**src/rtl/axis_rr_packet_arbiter.sv**
```systemverilog
// Packet-granular round-robin arbiter: NUM AXI-Stream requesters share one sink,
// holding each grant until its tlast beat is accepted, with stall watchdog and packet count.
module axis_rr_packet_arbiter #(
   parameter int unsigned NUM        = 4,
   parameter int unsigned DSIZE      = 8,
   parameter int unsigned IDLE_LIMIT = 1023
) (
   input  logic                   clock,
   input  logic                   rst_n,
   input  logic                   enable,
   input  logic [NUM*DSIZE-1:0]   s_tdata,
   input  logic [NUM-1:0]         s_tvalid,
   input  logic [NUM-1:0]         s_tlast,
   output logic [NUM-1:0]         s_tready,
   output logic [DSIZE-1:0]       m_tdata,
   output logic                   m_tvalid,
   output logic                   m_tlast,
   input  logic                   m_tready,
   output logic [NUM-1:0]         cur_grant,
   output logic                   busy,
   output logic                   stall_err,
   output logic [15:0]            pkt_cnt
);

   localparam int unsigned IW = (NUM > 1) ? $clog2(NUM) : 1;
   localparam int unsigned CW = $clog2(IDLE_LIMIT + 1);
   localparam logic [CW-1:0] STALL_MAX = CW'(IDLE_LIMIT);
   localparam logic [CW-1:0] STALL_ARM = CW'(IDLE_LIMIT - 1);

   localparam logic [0:0] IDLE = 1'b0;
   localparam logic [0:0] LOCK = 1'b1;

   logic [0:0]       state;
   logic [IW-1:0]    grant_idx;
   logic [IW-1:0]    last_grant;
   logic [IW-1:0]    win_idx;
   logic [IW-1:0]    cand;
   logic             win_found;
   logic             accept_last;
   logic [CW-1:0]    stall_cnt;
   logic [DSIZE-1:0] chan_data [NUM];

   for (genvar g = 0; g < NUM; g++) begin : g_unpack
      assign chan_data[g] = s_tdata[g*DSIZE +: DSIZE];
   end

   // Search starts just after the last completed grant, so the pointer only moves on tlast.
   always_comb begin
      win_found = 1'b0;
      win_idx   = last_grant;
      cand      = '0;
      for (int unsigned k = 1; k <= NUM; k++) begin
         cand = IW'((32'(last_grant) + k) % NUM);
         if (!win_found && s_tvalid[cand]) begin
            win_found = 1'b1;
            win_idx   = cand;
         end
      end
   end

   always_comb begin
      s_tready = '0;
      m_tdata  = '0;
      m_tvalid = 1'b0;
      m_tlast  = 1'b0;
      if (state == LOCK) begin
         m_tdata             = chan_data[grant_idx];
         m_tvalid            = s_tvalid[grant_idx];
         m_tlast             = s_tlast[grant_idx];
         s_tready[grant_idx] = m_tready;
      end
   end

   assign accept_last = m_tvalid & m_tready & m_tlast;
   assign busy        = (state == LOCK);

   always_ff @(posedge clock or negedge rst_n) begin
      if (!rst_n) begin
         state      <= IDLE;
         cur_grant  <= '0;
         grant_idx  <= '0;
         last_grant <= IW'(NUM - 1);
         stall_cnt  <= '0;
         stall_err  <= 1'b0;
         pkt_cnt    <= '0;
      end else begin
         case (state)
            IDLE: begin
               stall_cnt <= '0;
               if (enable && win_found) begin
                  state     <= LOCK;
                  grant_idx <= win_idx;
                  cur_grant <= NUM'(1) << win_idx;
               end
            end
            LOCK: begin
               if (accept_last) begin
                  state      <= IDLE;
                  last_grant <= grant_idx;
                  cur_grant  <= '0;
                  pkt_cnt    <= pkt_cnt + 16'd1;
                  stall_cnt  <= '0;
               end else if (s_tvalid[grant_idx]) begin
                  // Backpressure with valid high is progress-pending, not a stall.
                  stall_cnt <= '0;
               end else begin
                  if (stall_cnt != STALL_MAX) stall_cnt <= stall_cnt + CW'(1);
                  if (stall_cnt >= STALL_ARM) stall_err <= 1'b1;
               end
            end
            default: state <= IDLE;
         endcase
      end
   end

endmodule

```
**config.mk**
```make
export PLATFORM = sky130hd
export DESIGN_NAME = axis_rr_packet_arbiter
export DESIGN_NICKNAME = d
export VERILOG_FILES = /design/src/rtl/axis_rr_packet_arbiter.sv
export SDC_FILE = /design/constraint.sdc
export NUM_CORES = 1
export LEC_CHECK = 0
export CAP_MARGIN = 20
export CORE_MARGIN = 5
export CORE_UTILIZATION = 35
export CTS_CLUSTER_DIAMETER = 80
export DETAILED_ROUTE_END_ITERATION = 16
export GPL_TIMING_DRIVEN = 0
export HOLD_SLACK_MARGIN = 0.03
export PLACE_DENSITY = 0.73
export SLEW_MARGIN = 20
export SYNTH_ARGS = -nofsm -noshare
export SYNTH_HDL_FRONTEND = slang
export SYNTH_SLANG_ARGS = --single-unit
```
**constraint.sdc**
```tcl
create_clock -name clock -period 2.43 [get_ports clock]
set_input_delay 0.243 -clock clock [delete_from_list [all_inputs] [get_ports clock]]
set_output_delay 0.243 -clock clock [all_outputs]
set_load 0.05 [all_outputs]
```
# Word-level counts from Yosys, hierarchy flattened
# Cells that the tools add are included.
# Widths: inputs -> output; s select.
totals:
  regBits: 36
  latchBits: 0
  ram_bits: 0
  rom_bits: 0
  inputBits: 44
  out_inout_bits: 36
  wordCells: 84
  memories: 0
op_classes:
  n_addsub: 6
  n_mul: 0
  n_div: 0
  order_cmp: 8
  n_eq_ne: 4
  shifts: 1
  mux: 39
  n_bitwise: 7
  reduce_logical: 12
ops:
  columns: ["op", "n"]
  rows:
  - ["$mux 10", 3]
  - ["$mux 8", 3]
  - ["$pmux 10 s2", 1]
  - ["$add 16x1->16 const B", 1]
  - ["$bmux 8 s2", 1]
  - ["$lt 2x3->1 const B", 5]
  - ["$mux 1", 15]
  - ["$bmux 1 s2", 6]
  - ["$mux 4", 3]
  - ["$add 10x1->10 const B", 1]
  - ["$ge 10x10->1 const B", 1]
  - ["$ne 10x10->1 const B", 1]
  - ["$mux 2", 4]
  - ["$pmux 4 s2", 1]
  - ["$reduce_and 2->1", 3]
  - ["$logic_and 1x1->1", 5]
  - ["$add 2x1->2 const B", 2]
  - ["$add 2x2->2 const B", 2]
  - ["$and 4x4->4", 1]
  - ["$ne 4x1->1 const B", 1]
  - ["$reduce_and 4->1", 1]
  - ["$shl 1x2->4 const A", 1]
  - ["$ge 3x3->1 const B", 1]
  - ["$logic_not 1->1", 3]
  - ["8 further kinds", 11]

# Longest topological paths before layout
# Gate-level depths: netlist of the first run.
depth:
  word_depth: 16
  depth_mapped: 6
  ltp_nobuf: 5

# Worst setup path before layout of the first run
# OpenSTA, ideal clock, no wires.
synth_timing:
  path_kind: "register -> output"
  from: "reg grant_idx[1]"
  to: "out m_tlast"
  arrival_time_ps: 1698
  t_required_ps: 2187
  slack_ps: 489
  stages_incl_launch_ff: 6
  path_buffers: 2
  path_cell_list: "dfrtp_1 buf_6 mux2i_1 mux2_4 buf_6 nor2_1"
synth_via:
  elab_chain_len: 3
synth_lines:
  columns: ["element", "line", "text"]
  rows:
  - ["start: declaration", "34", "logic [IW-1:0] grant_idx;"]
  - ["start signal: assignment", "92", "grant_idx <= win_idx;"]
  - ["$bmux 1 s2", "69", "m_tlast = s_tlast[grant_idx];"]
  - ["$mux 1 (implied by the code)", "69", null]
  - ["$mux 1", "66", "if (state == LOCK) begin"]
  - ["end: declaration", "17", "output logic m_tlast,"]
# Every way passes these cells. The select of a mux whose other input is x is not followed.

# Worst setup path after layout of the first run
layout_timing:
  from: "reg grant_idx[0]"
  to: "out m_tdata[3]"
layout_via:
  elab_chain_len: 5
layout_lines:
  columns: ["element", "line", "text"]
  rows:
  - ["$not 2->3 (implied by the code)", "67", "m_tdata = chan_data[grant_idx];"]
  - ["$bmux 8 s2", "67", null]
  - ["$mux 8 (implied by the code) (2 in a row)", "67", null]
  - ["$mux 8", "66", null]
  - ["end: declaration", "15", "output logic [DSIZE-1:0] m_tdata,"]
# Every way passes these cells. The select of a mux whose other input is x is not followed.

==> results of run 1 <==
[final cells by class]
type / instances / area share, %
Buffer: 12 / 2.34
Clock buffer: 5 / 2.15
Clock inverter: 3 / 1.33
Inverter: 7 / 0.820
Multi-Input combinational cell: 159 / 37.7
Sequential cell: 36 / 28.2
Tap cell: 77 / 3.01
Timing Repair Buffer: 81 / 24.4
[repair_timing]
item / in CTS / in global routing
hold buffers: 1 / 0
setup endpoints to repair: 12 / 9
resized for setup: 12 / 16
endpoints found under the hold margin: 7 / 0
[power by group through the flow]
stage	Combinational (uW)	Sequential [uW]	Clock [uW]
final	1860	810	527
after global routing	1990	826	577
after global placement	1930	822	0
after floorplan	1170	1010	0
after detailed placement	1950	819	0
after CTS	1900	810	547
[registers in the layout, indices dropped and copies added, names as in the netlist]
signal and flops:
grant_idx 2, busy 1, stall_cnt 10, pkt_cnt 16
cur_grant 4, stall_err 1, last_grant 2
[worst paths after layout]
kind / startpoint / slack (ns) / end
min: rst_n / 0.35 / stall_cnt[7]$_DFFE_PN0P_
min in group clock: pkt_cnt[15]$_DFFE_PN0P_ / 0.48 / pkt_cnt[15]$_DFFE_PN0P_
min reg2reg: pkt_cnt[15]$_DFFE_PN0P_ / 0.48 / pkt_cnt[15]$_DFFE_PN0P_
max: grant_idx[0]$_DFFE_PN0P_ / 0.11 / m_tdata[3]
max reg2reg: grant_idx[0]$_DFFE_PN0P_ / 0.59 / pkt_cnt[1]$_DFFE_PN0P_
max in group asynchronous: rst_n / 1.61 / last_grant[0]$_DFFE_PN1P_
[layer usage]
metal  vias to the layer above  share of wire [%]  GRT usage (%)
met1                       943                 41           17.4
met5                         -                  0              0
met3                        10                8.0           4.24
met2                        69                 49           24.9
li1                        963                  -              -
met4                         0                1.5           5.28
[synth_stat cells, types with 2 or more instances]
library cell | count | share of area (%)
a211oi_1 | 2 | 0.68
a21oi_1 | 3 | 0.68
a31oi_1 | 3 | 0.85
and2_1 | 11 | 3.1
and3_1 | 4 | 1.1
and4_1 | 2 | 0.79
buf_2 | 3 | 0.68
buf_6 | 3 | 1.5
clkbuf_1 | 6 | 1.0
dfrtp_1 | 34 | 39
dfstp_2 | 2 | 2.4
ha_1 | 3 | 1.7
inv_1 | 7 | 1.2
mux2_2 | 2 | 1.0
mux2i_1 | 9 | 4.1
mux4_2 | 8 | 8.2
nand2_1 | 12 | 2.0
nand2b_1 | 3 | 0.85
nand3_1 | 11 | 2.5
nand4_1 | 7 | 2.0
nor2_1 | 17 | 2.9
nor3_1 | 13 | 2.9
nor3b_1 | 3 | 1.0
nor4_1 | 4 | 1.1
nor4_2 | 2 | 1.1
o21ai_0 | 3 | 0.68
o32ai_1 | 4 | 1.6
xor2_1 | 16 | 6.3
[through the flow]
step / area (um^2) / util (%) / cells / setup TNS, ns / hold slack (ns)
after floorplan: 2210 / - / 214 / 0 / -0.0526
after global placement: 3100 / 49.6 / 370 / -0.0442 / 0.458
after detailed placement: 3110 / 49.9 / 371 / -0.0676 / 0.105
after CTS: 3220 / 51.7 / 380 / 0 / 0.346
after global routing: 3200 / 51.3 / 380 / 0 / 0.355
final: 3200 / 51.3 / 380 / 0 / 0.347
[cells by family after synthesis]
logic type | after synthesis
and+or+nand+nor | 96
xor gates and xnor gates | 17
AOI/OAI and AO/OA | 23
DFF | 36
muxes | 20
buffers and inverters | 19
adders and majority gates | 3
[worst register-to-register path, stage by stage (launching register included)]
cell,delay [ns]
dfrtp_1,0.35
buf_2,0.15
nand3b_1,0.20
o22a_1,0.30
nor2_2,0.36
mux2_2,0.38
==> qor.csv, run 1 <==
metric,value,unit
synth_compound_area_share,7.53,%
drt-initial-drc-count,74,
cts_setup_buffers,0,
clkTransAtPathRegs,0.07,ns
syn_nets,261,
report.final.slew_viol_count,0,
yosysUniqueCellTypes,45,
num_antenna_cells,0,
yosysWarnings,0,
grt_max_degree,30,
pre_cts_ws,-0.0179,ns
synth_edf_count,0,
io_buffers,79,
p_switching,1500,uW
start_util,35.4,%
critPathArrivalTime,2.07,ns
p_per_area,997,nW/um^2
ys_seq_area_share,40.9,%
antenna_found_initial,0,
clock_skew,0.00407,ns
timing.fmax,432,MHz
ys_ff_latch,36,
seqCellArea,903,um^2
grt_pass1_vias,1968,
synth_top_family_by_area,simple AND/OR/NAND/NOR gates,
areaGrowthSynthToFinish,45.0,%
crit_slowest_cell,mux4_2,
drive_gt1_share,13.9,%
crit_path_max_fanout,10,
p_clk_share,16.5,%
nets,349,
num_vias,1985,
setup_viol,0,
synth_mux_area_share,13.9,%
setup_ws,0.114,ns
path_depth,5,
synth_cells,214,
fp.coreArea,6240,um^2
irDropWorstVdd,0.703,mV
fp.dieH,89.5,um
leakage,0.00139,uW
required,2.19,ns
synth_xor_area_share,6.74,%
drv_cap,0,
pwr-share-seq,25.3,%
dr.pass1.iters,6,
status,finished clean,
worst_slew_pin_slew,0.513,ns
clk_path_buf_depth,2,
gp_congestion,0.801,
io_pins,80,
via_per_inst,5.22,
numClockSinks,36,
finalCriticalPeriod,2.32,ns
finalPower,3190,uW
synth_area,2210,um^2
synth-simple-area-share,24.8,%
worstSetupPathType,flop to output port,
sw_frac_of_total,47.0,%
cp-start-kind,flop,
endpoint_kind,output port,
slew-limit-headroom,65.7,%
synth_fa_ha_area_share,1.70,%
p_int,1690,uW
detail-route-antenna-nets,0,
nFillCells,588,
rows,29,
rsz0062_at_grt,no,
syn_avg_cell_area,10.3,um^2
routed_wl,5550,um
htree_levels,2,
dieWidth,89.5,um
async_flop_share,100,%
grt_use_total,14.6,%
min_period_over_period,95.3,%
grt-ovfl-total,0,
hold_class,primary input to asynchronous set/reset pin,
synth_ff_type,dfrtp_1,
pwr-share-comb,58.2,%
worst-path-buf-inv,3,
dieArea,8000,um^2
route.detailed.drc,0,
multi_input_comb_area,1210,um^2
layout_common_cells,"clkdlybuf4s50_1, dfrtp_1, nor2_1",
cts_tree,yes,
max_stage_delay,0.50,ns
cts-root-buf,clkbuf_8,
worstSkewPairLatency,0.29,ns
hold_viol,0,
cts_made_buffers,5,
crit_chain,buf_2 -> buf_4 -> mux4_2 -> and2_1 -> dlygate4sd2_1,
final_common_cell,clkdlybuf4s50_1,
dp.final_hpwl,4240,um
reg2reg_depth,5,
cp_top_family,buffers and inverters,
wl_per_cell,14.6,um
grt_pass1_wl,9120,um
Power figures use the tool's default switching activity.
==> run 2: changes to the inputs <==
--- a/config.mk
+++ b/config.mk
@@ -6,13 +6,15 @@
 export NUM_CORES = 1
 export LEC_CHECK = 0
 export CAP_MARGIN = 20
+export CELL_PAD_IN_SITES_DETAIL_PLACEMENT = 0
+export CELL_PAD_IN_SITES_GLOBAL_PLACEMENT = 2
 export CORE_MARGIN = 5
-export CORE_UTILIZATION = 35
+export CORE_UTILIZATION = 27
 export CTS_CLUSTER_DIAMETER = 80
 export DETAILED_ROUTE_END_ITERATION = 16
 export GPL_TIMING_DRIVEN = 0
 export HOLD_SLACK_MARGIN = 0.03
-export PLACE_DENSITY = 0.73
+export PLACE_DENSITY = 0.89
 export SLEW_MARGIN = 20
 export SYNTH_ARGS = -nofsm -noshare
 export SYNTH_HDL_FRONTEND = slang
==> run 2 against run 1 <==
Utilization decreased by 11 points. Total power fell by 1.3%. Combinational power barely moved. Flip-flop and latch count is the same. Maximum frequency decreased by 0.76%. Sequential share of layout area decreased by 0.27 points. Design area is 0.98% higher. Cell count is 7.1% higher. Routed wire length is 8.8% higher. Global-route usage decreased by 2.0 points. Non-clock buffer count stayed put. Critical path type unchanged.
==> qor.csv, run 2 (synthesis gave the netlist of run 1 again) <==
metric,value,unit,change
status,finished clean,,unchanged
cts_tree,yes,,unchanged
clock_skew,0.00927,ns,was 0.00407 ns
timing.fmax,429,MHz,was 432 MHz
cts_made_buffers,5,,unchanged
hold_class,primary input to asynchronous set/reset pin,,unchanged
r2r-start,grant_idx[0]$_DFFE_PN0P_,,unchanged
max_stage_delay,0.55,ns,was 0.50 ns
nets,349,,unchanged
detail-route-antenna-nets,0,,unchanged
cp_common_cell,buf_6,,
start_util,27.3,%,was 35.4%
slew-limit-headroom,64.9,%,was 65.7%
grt-ovfl-total,0,,unchanged
grt_pass1_wl,10100,um,was 9120 um
gp_congestion,0.760,,was 0.801
dieWidth,100,um,was 89.5 um
rsz0062_at_grt,no,,unchanged
stdcell_count,407,,was 380
finalCriticalPeriod,2.33,ns,was 2.32 ns
routed_wl,6040,um,was 5550 um
required,2.19,ns,about the same
via_per_inst,4.79,,was 5.22
drt-initial-drc-count,52,,was 74
report.final.slew_viol_count,0,,unchanged
grt_pass1_vias,2043,,was 1968
worst-path-buf-inv,3,,unchanged
io_pins,80,,unchanged
fp.coreArea,8090,um^2,was 6240 um^2
crit_chain,buf_6 -> mux2i_1 -> mux2_4 -> buf_6 -> nor2_1 -> dlygate4sd2_1,,was buf_2 -> buf_4 -> mux4_2 -> and2_1 -> dlygate4sd2_1
largest_reg_flops,16,,unchanged
grt_max_degree,22,,was 30
wl_per_cell,14.8,um,was 14.6 um
fp.dieH,100,um,was 89.5 um
numClockSinks,36,,unchanged
dpl.cell_count,399,,was 371
biggestRegsByFlops,"pkt_cnt x16, stall_cnt x10, cur_grant x4",,unchanged
dr.pass1.iters,4,,was 6
num_vias,1949,,was 1985
grt_use_total,12.6,%,was 14.6%
dp.final_hpwl,4680,um,was 4240 um
hold_viol,0,,unchanged
cp-start-kind,flop,,unchanged
irDropWorstVdd,0.505,mV,was 0.703 mV
cts_setup_buffers,0,,unchanged
layout_common_cells,"clkdlybuf4s50_1, dfrtp_1, nor2_1",,unchanged
clkTransAtPathRegs,0.07,ns,about the same
worst_slew_pin_slew,0.526,ns,was 0.513 ns
reg2reg_depth,5,,unchanged
antenna_found_initial,0,,unchanged
min_period_over_period,96.0,%,was 95.3%
rows,33,,was 29
num_antenna_cells,0,,unchanged
top_register,pkt_cnt,,unchanged
crit_slowest_cell,dlygate4sd2_1,,was mux4_2
endpoint_kind,output port,,unchanged
drv_cap,0,,unchanged
cp_top_family,buffers and inverters,,unchanged
leakage,0.00140,uW,was 0.00139 uW
clk_path_buf_depth,2,,unchanged
final_common_cell,clkdlybuf4s50_1,,unchanged
route.detailed.drc,0,,unchanged
hold_ws,0.431,ns,was 0.347 ns
htree_levels,2,,unchanged
reg2reg_to,pkt_cnt[1]$_DFFE_PN0P_,,unchanged
crit_path_max_fanout,10,,unchanged
drive_gt1_share,13.6,%,was 13.9%
setup_viol,0,,unchanged
io_buffers,79,,unchanged
reg2reg_setup_slack,0.51,ns,was 0.59 ns
areaGrowthSynthToFinish,46.4,%,was 45.0%
worstSetupPathType,flop to output port,,unchanged
dieArea,10100,um^2,was 8000 um^2
worstSkewPairLatency,0.29,ns,about the same
critPathArrivalTime,2.09,ns,was 2.07 ns
cts-root-buf,clkbuf_8,,unchanged
p_per_area,974,nW/um^2,was 997 nW/um^2
nFillCells,836,,was 588
[run 2: report_power, final]
group          switching [uW]  internal [uW]
sequential               91.8            718
combinational            1210            680
clock                     204            252
total                    1500           1650
[run 2: timing repair]
action / 4_1_cts / 5_1_grt
hold buffers: 1 / 0
gates resized for setup: 11 / 17
endpoints found under the hold margin: 15 / 0
setup endpoints to repair: 11 / 10
[run 2: metrics by stage]
stage	setup WS [ns]	TNS, ns	cell area (um^2)	util [%]	power, uW
2_1_floorplan	0.489	0	2210	-	2180
3_3_place_gp	-0.0417	-0.0774	3130	38.7	2780
3_5_place_dp	-0.0447	-0.154	3150	39.0	2800
4_1_cts	0.0341	0	3250	40.2	3220
5_1_grt	0.00117	0	3230	40.0	3380
6_report	0.0968	0	3230	40.0	3150
[run 2: how the worst max path moves through the flow]
stage,startpoint,depth (start not counted),to,slack (ns)
floorplan,grant_idx[1]$_DFFE_PN0P_,5,m_tlast,0.49
global placement,s_tlast[3],6,m_tlast,-0.04
detailed placement,s_tlast[1],6,m_tlast,-0.04
CTS,grant_idx[0]$_DFFE_PN0P_,5,m_tdata[3],0.03
global route,grant_idx[1]$_DFFE_PN0P_,6,m_tlast,0.001
finish,grant_idx[1]$_DFFE_PN0P_,6,m_tlast,0.1
[run 2: cell type report]
| cell class | count | area (um^2) | share of cell area, % |
|---|---|---|---|
| Inverter | 7 | 26.3 | 0.812 |
| Buffer | 12 | 75.1 | 2.32 |
| Multi-Input combinational cell | 159 | 1210 | 37.4 |
| Sequential cell | 36 | 903 | 27.9 |
| Timing Repair Buffer | 81 | 793 | 24.5 |
| Tap cell | 105 | 131 | 4.06 |
| Clock buffer | 7 | 96.3 | 2.98 |
[run 2: per-layer routing]
metal	track usage (%)	up-vias	part of all wire, %	wire length [um]
li1	-	960	-	-
met4	3.73	0	0.76	46
met2	19.1	69	43	2610
met3	4.01	4	8.0	482
met1	17.1	916	48	2900
met5	0	-	0	0
